## src/rtl/pc_redirect_unit.sv

```systemverilog
// pc_redirect_unit: IF-stage PC register driven by the EX-stage PCSrc select.
// On an accepted redirect it loads the target on the next edge and raises
// flushD/flushE in the same cycle. It then ignores PCSrc for SHADOW_CYCLES
// cycles while the flushed bubbles drain.
//
// Ports:
//   clk, rst        rising-edge clock, synchronous active-high reset
//   PCSrc           00 seq, 01 PCTarget, 10 ALUResult (jalr), 11 reserved (seq)
//   PCTarget        branch/jal target
//   ALUResult       jalr target (bit0 cleared on use)
//   stallF          hold PC when no redirect is taken
//   PC              registered fetch PC
//   PCPlus4         combinational PC+4 (wraps)
//   flushD, flushE  combinational flush requests for IF/ID and ID/EX
//   misaligned      registered 1-cycle pulse when an accepted target has bit1 set
//   redirect_count  accepted-redirect count
//
// Build option: define REDIRECT_CNT_EN to build the saturating redirect
// counter; otherwise redirect_count is tied to zero.
module pc_redirect_unit #(
  parameter int unsigned      WIDTH         = 32,
  parameter logic [WIDTH-1:0] RESET_PC      = '0,
  parameter int unsigned      SHADOW_CYCLES = 1
) (
  input  logic             clk,
  input  logic             rst,
  input  logic [1:0]       PCSrc,
  input  logic [WIDTH-1:0] PCTarget,
  input  logic [WIDTH-1:0] ALUResult,
  input  logic             stallF,
  output logic [WIDTH-1:0] PC,
  output logic [WIDTH-1:0] PCPlus4,
  output logic             flushD,
  output logic             flushE,
  output logic             misaligned,
  output logic [31:0]      redirect_count
);

  localparam int unsigned SHW = 2;

  typedef enum logic {
    RUN    = 1'b0,
    SHADOW = 1'b1
  } state_t;

  state_t           state;
  logic [SHW-1:0]   shadow_cnt;
  logic             is_redirect;
  logic             accept;
  logic [WIDTH-1:0] target;

  // Redirect decode; only RUN accepts, and reset suppresses the flush.
  always_comb begin
    is_redirect = (PCSrc == 2'b01) || (PCSrc == 2'b10);
    accept      = !rst && (state == RUN) && is_redirect;
    target      = (PCSrc == 2'b10) ? {ALUResult[WIDTH-1:1], 1'b0} : PCTarget;
  end

  assign PCPlus4 = PC + WIDTH'(4);
  assign flushD  = accept;
  assign flushE  = accept;

  // PC register and RUN/SHADOW control.
  always_ff @(posedge clk) begin
    if (rst) begin
      PC         <= RESET_PC;
      state      <= RUN;
      shadow_cnt <= '0;
      misaligned <= 1'b0;
    end else begin
      misaligned <= 1'b0;
      if (accept) begin
        // Redirect wins over stallF.
        PC         <= target;
        misaligned <= target[1];
        if (SHADOW_CYCLES != 0) begin
          state      <= SHADOW;
          shadow_cnt <= SHW'(SHADOW_CYCLES - 1);
        end
      end else begin
        if (!stallF) begin
          PC <= PCPlus4;
        end
        if (state == SHADOW) begin
          if (shadow_cnt == '0) begin
            state <= RUN;
          end else begin
            shadow_cnt <= shadow_cnt - SHW'(1);
          end
        end
      end
    end
  end

`ifdef REDIRECT_CNT_EN
  // Saturating count of accepted redirects.
  always_ff @(posedge clk) begin
    if (rst) begin
      redirect_count <= 32'h0;
    end else if (accept && (redirect_count != 32'hFFFF_FFFF)) begin
      redirect_count <= redirect_count + 32'd1;
    end
  end
`else
  assign redirect_count = 32'h0;
`endif

endmodule

```

## config.mk

```make
export PLATFORM = sky130hd
export DESIGN_NAME = pc_redirect_unit
export DESIGN_NICKNAME = d
export VERILOG_FILES = /design/src/rtl/pc_redirect_unit.sv
export SDC_FILE = /design/constraint.sdc
export NUM_CORES = 1
export LEC_CHECK = 0
export CAP_MARGIN = 5
export CORE_MARGIN = 2
export CORE_UTILIZATION = 43
export CTS_BUF_LIST = sky130_fd_sc_hd__clkbuf_4
export DETAILED_ROUTE_END_ITERATION = 10
export PLACE_DENSITY = 0.95
export SLEW_MARGIN = 20
export SYNTH_ARGS = -nofsm -noshare
export SYNTH_HDL_FRONTEND = slang
export SYNTH_SLANG_ARGS = --single-unit
```

## constraint.sdc

```tcl
create_clock -name clk -period 5.5 [get_ports clk]
set_input_delay 1.1 -clock clk [delete_from_list [all_inputs] [get_ports clk]]
set_output_delay 1.1 -clock clk [all_outputs]
set_load 0.1 [all_outputs]
```

### Word level (Yosys, flattened, before mapping)

Cells that the tools add are included.
W data, S select, Z words.

* output and inout bits: 99
* memory bits (writable): 0
* memories kept: 0
* bits in latches: 0
* bits in registers: 36
* logic and storage cells: 26
* input port bits: 69
* ROM bits: 0

* add/sub/neg operators: 2
* bitwise logic cells: 3
* multipliers: 0
* div/mod/pow operators: 0
* shift operators: 0
* reductions and logical operators: 8
* multiplexer cells: 6
* equality and inequality tests: 3
* magnitude comparators: 0

Operators by type and width (count)
* $mux W32: 3
* $add A32 B3 Y32 const B: 1
* $reduce_or A2 Y1: 2
* $mux W1: 3
* $not A1 Y1: 3
* $eq A2 B1 Y1 const B: 1
* $eq A2 B2 Y1 const B: 1
* $logic_and A1 B1 Y1: 2
* $logic_not A2 Y1: 1
* $ne A2 B1 Y1 const B: 1
* $reduce_and A2 Y1: 1
* $sub A2 B1 Y2 const B: 1
* $logic_not A1 Y1: 1
* $logic_or A1 B1 Y1: 1

### Depth between registers and ports, before layout

* depth in word-level cells: 5
* mapped depth: 8
* depth with buffers taken out: 6

### Worst setup path before layout

Ideal clock, no wire load.

* path kind: input port to output port
* start: input port PCSrc[0]
* end: output port flushE
* arrival: 3.869 ns
* buffers on the path: 3
* slack: 0.531 ns
* cell stages on the path: 7
* data required time: 4.400 ns
* cells stage by stage: inv_1 ha_1 or2_2 clkbuf_1 clkbuf_1 nor2_1 buf_4

* longest elaborated chain between the ends: 3
* elaborated cells between the ends (all ways): 4
* classes of those cells: eq/ne: 2; reduce/logical: 2

RTL lines
* start, declared: RTL line 27 `input logic [1:0] PCSrc,`
* $eq A2 B1 Y1 / $eq A2 B2 Y1 (equally long branches): RTL line 54 `is_redirect = (PCSrc == 2'b01) || (PCSrc == 2'b10);`
* $logic_or A1 B1 Y1 (*): RTL line 54
* $logic_and A1 B1 Y1 (*): RTL line 55 `accept = !rst && (state == RUN) && is_redirect;`
* end, declared: RTL line 34 `output logic flushE,`

Mark *: on every way between the ends. The rest lies on a longest branch, timed or not.

### Worst setup path in the final report

* start: register PC[2]
* end: output port PCPlus4[28]

* longest elaborated chain between the ends: 1

RTL lines
* start, declared: RTL line 31 `output logic [WIDTH-1:0] PC,`
* start signal, assigned: RTL line 74 `PC <= target;`
* start signal, assigned: RTL line 82 `PC <= PCPlus4;`
* $add A32 B3 Y32: RTL line 59 `assign PCPlus4 = PC + WIDTH'(4);`
* end, declared: RTL line 32 `output logic [WIDTH-1:0] PCPlus4,`

Every way passes these cells.

==> impl_metrics.json <==
{
  "place_congestion": 0.8125,
  "rows": 30,
  "die_h_um": 87.13,
  "crit_path_start_kind": "flip-flop",
  "reg2reg_from": "PC[2]",
  "hold_viol": 0,
  "yosys.cell_types.count": 43,
  "combPwrFrac_pct": 61.5,
  "hold_depth": 2,
  "cts_max_path_buffers": 2,
  "drc_errors": 0,
  "ys_ff_latch": 36,
  "grt-busiest-layer": "met2",
  "start_util_pct": 43.98,
  "cts_tree": "done",
  "intPower_mw": 0.5358,
  "clkLatencyLatePin_ps": 360,
  "rr_worst_depth": 6,
  "drt-pass1-iter-count": 4,
  "finalCritPeriodShare_pct": 84.86,
  "ctsHoldBuffers": 0,
  "p_leak_nw": 1.518,
  "synth_cells": 375,
  "rsz0062_at_grt": "no",
  "path_delay_family": "simple AND/OR/NAND/NOR gates",
  "grt_use_met2_pct": 44.48,
  "maxCapViolations": 0,
  "wirelength_um": 9148,
  "clock_sinks": 36,
  "cts_root_buf": "clkbuf_4",
  "post_cts_resized": 0,
  "status": "finished, final reports clean",
  "synthTopCellsByCount": "41 x nand2_1, 36 x dfxtp_1, 35 x buf_4",
  "synth_most_common_cell": "nand2_1",
  "regToRegEndpoint": "PC[20]",
  "worstMarginPinSlew_ps": 1007,
  "synth_top_area_share_pct": 24.25,
  "dr.first_iter.drc_count": 85,
  "ys_seq_area_share_pct": 24.25,
  "peakVddDrop_uv": 196.6,
  "period_minus_slack_ps": 4667,
  "core_area_sq_mm": 0.006756,
  "pwr-share-clk_pct": 11.8,
  "die_w_um": 87.13,
  "dpl.hpwl_um": 6934,
  "dr_total_vias": 3088,
  "nNetsFinal": 556,
  "relSlewSlack_pct": 32.66,
  "grt_pass1_wl_um": 14350,
  "syn_area_per_cell_sq_um": 7.924,
  "cp_slowest_stage_delay_ps": 1140,
  "routed_via_density": 5.465,
  "arrival_ps": 3570,
  "antenna_left": 0,
  "diodes": 0,
  "crit_slowest_cell": "clkdlybuf4s50_1",
  "reg2reg_slack_ps": 3180,
  "syn_to_final_growth_pct": 41.56,
  "worst-path-buf-inv": 1,
  "clock.fmax_ghz": 0.2143,
  "crit_type": "reg2out",
  "antenna_found_initial": 0,
  "whs_endpoint": "PC[0]",
  "die_area_sq_mm": 0.007592,
  "crit_required_ps": 4400,
  "hp-start": "PC[0]",
  "ys_warn_count": 0,
  "setup_violations": 0,
  "grt_pass1_vias": 3107,
  "netSwitchingFraction_pct": 58.63,
  "final.setup_skew_ps": 19.35,
  "min_path_type": "reg2reg",
  "synth_area_sq_mm": 0.002972,
  "synth_area_leaders": "dfxtp_1 24%, xnor2_1 10%, buf_4 8.8%",
  "synth_top_area_cell": "dfxtp_1",
  "grt_overflow": 0,
  "path_clk_slew_ps": 100,
  "synthArstFlopShare_pct": 0,
  "synth_top_flop_cell": "dfxtp_1",
  "io_pins": 168,
  "end_kind": "output port",
  "post_drt_wl_per_cell_um": 16.19,
  "finalSetupTns_ps": 0,
  "port-buffer-count": 134,
  "use_met3_pct": 4.550,
  "met1_usage_pct": 25.82,
  "powerDensity_mw_per_mm2": 307.8,
  "path_max_fanout": 7,
  "postCtsSetupBuffers": 0,
  "cp_cell_sequence": "ha_1 -> nand3_1 -> or2_1 -> nor2_1 -> and3_1 -> xor2_1 -> clkdlybuf4s50_1",
  "cts_made_buffers": 5,
  "grt_max_degree": 53,
  "total_switching_power_mw": 0.7591,
  "synth_edf_count": 0,
  "finalPower_mw": 1.295,
  "track_usage_pct": 23.54,
  "h-tree-depth": 2,
  "pwr-share-seq_pct": 26.7,
  "layout-drive-gt1-share_pct": 5.773,
  "final-max-slew-violation-count": 0
}
-- flip-flops by register name (all words and copies together), names as in the netlist --
name / flops
PC: 32
misaligned: 1
shadow_cnt: 2
state: 1
-- metrics by stage --
| step | instances | util [%] | hold slack [ps] | area, sq um | setup slack, ps |
|---|---|---|---|---|---|
| 6_report | 565 | 62.26 | 481.6 | 4207 | 832.9 |
| 5_1_grt | 565 | 62.26 | 511.2 | 4207 | 673.3 |
| 4_1_cts | 565 | 62.26 | 484.1 | 4207 | 825.0 |
| 3_5_place_dp | 557 | 61.43 | 468.7 | 4150 | 1222 |
| 3_3_place_gp | 557 | 61.43 | 455.1 | 4150 | 1273 |
| 2_1_floorplan | 406 | - | 456.6 | 3088 | 531.1 |
-- power groups by stage --
stage / clock (mW) / sequential [mW] / combinational, mW
after floorplan: 0 / 0.519 / 0.465
after global placement: 0 / 0.347 / 0.788
after detailed placement: 0 / 0.350 / 0.796
after CTS: 0.155 / 0.344 / 0.797
after global routing: 0.168 / 0.351 / 0.820
final: 0.153 / 0.345 / 0.796
-- placed cells by master, fill, tap and decap left out, types with 6 or more instances in the layout --
master / synthesis / layout
a211oi_1: 9 / 9
a21oi_1: 27 / 27
a221oi_1: 21 / 21
buf_4: 35 / 6
clkbuf_4: 0 / 7
clkdlybuf4s50_1: 0 / 131
conb_1: 1 / 32
dfxtp_1: 36 / 36
inv_1: 9 / 9
mux2i_1: 7 / 7
nand2_1: 41 / 41
nand3_1: 12 / 12
nand4_1: 10 / 10
nor2_1: 27 / 27
nor3_1: 11 / 11
xnor2_1: 34 / 34
xor2_1: 22 / 22
-- routing by layer --
metal / up-vias / routed length (um)
met2: 133 / 4901
met3: 18 / 549
met4: 0 / 213
met1: 1474 / 3483
li1: 1463 / -
met5: - / 0
-- worst min-delay path: stages (launching register included) --
cell     delay [ps]
dfxtp_1         340
nand2_1          60
a21oi_1          50
-- cell type report --
type,instances,area [sq um]
clock inverter,1,3.754
clock buffer,7,52.55
multi-input combinational,295,1939
sequential,36,720.7
inverter,9,33.78
tap,80,100.1
timing repair buffer,137,1356
fill,582,2550
-- worst max path at each step --
stage	startpoint	endpoint	slack (ps)	depth (start not counted)
6_report	PC[2]	PCPlus4[28]	830	7
5_1_grt	PC[10]	PCPlus4[25]	670	6
3_3_place_gp	PC[2]	PCPlus4[28]	1270	7
4_1_cts	PC[2]	PCPlus4[28]	830	7
2_1_floorplan	PCSrc[0]	flushE	530	7
3_5_place_dp	PC[2]	PCPlus4[28]	1220	7
-- cells by family after synthesis --
logic type	Yosys count	synth area share, %
fa+ha+maj	3	1.263
simple gates	133	25.81
mux	10	3.495
buf+inv	75	14.40
compound gates	61	14.15
xor+xnor	56	16.51
flops	36	24.25
other cells	1	0.1262
Power figures use the tool's default switching activity.
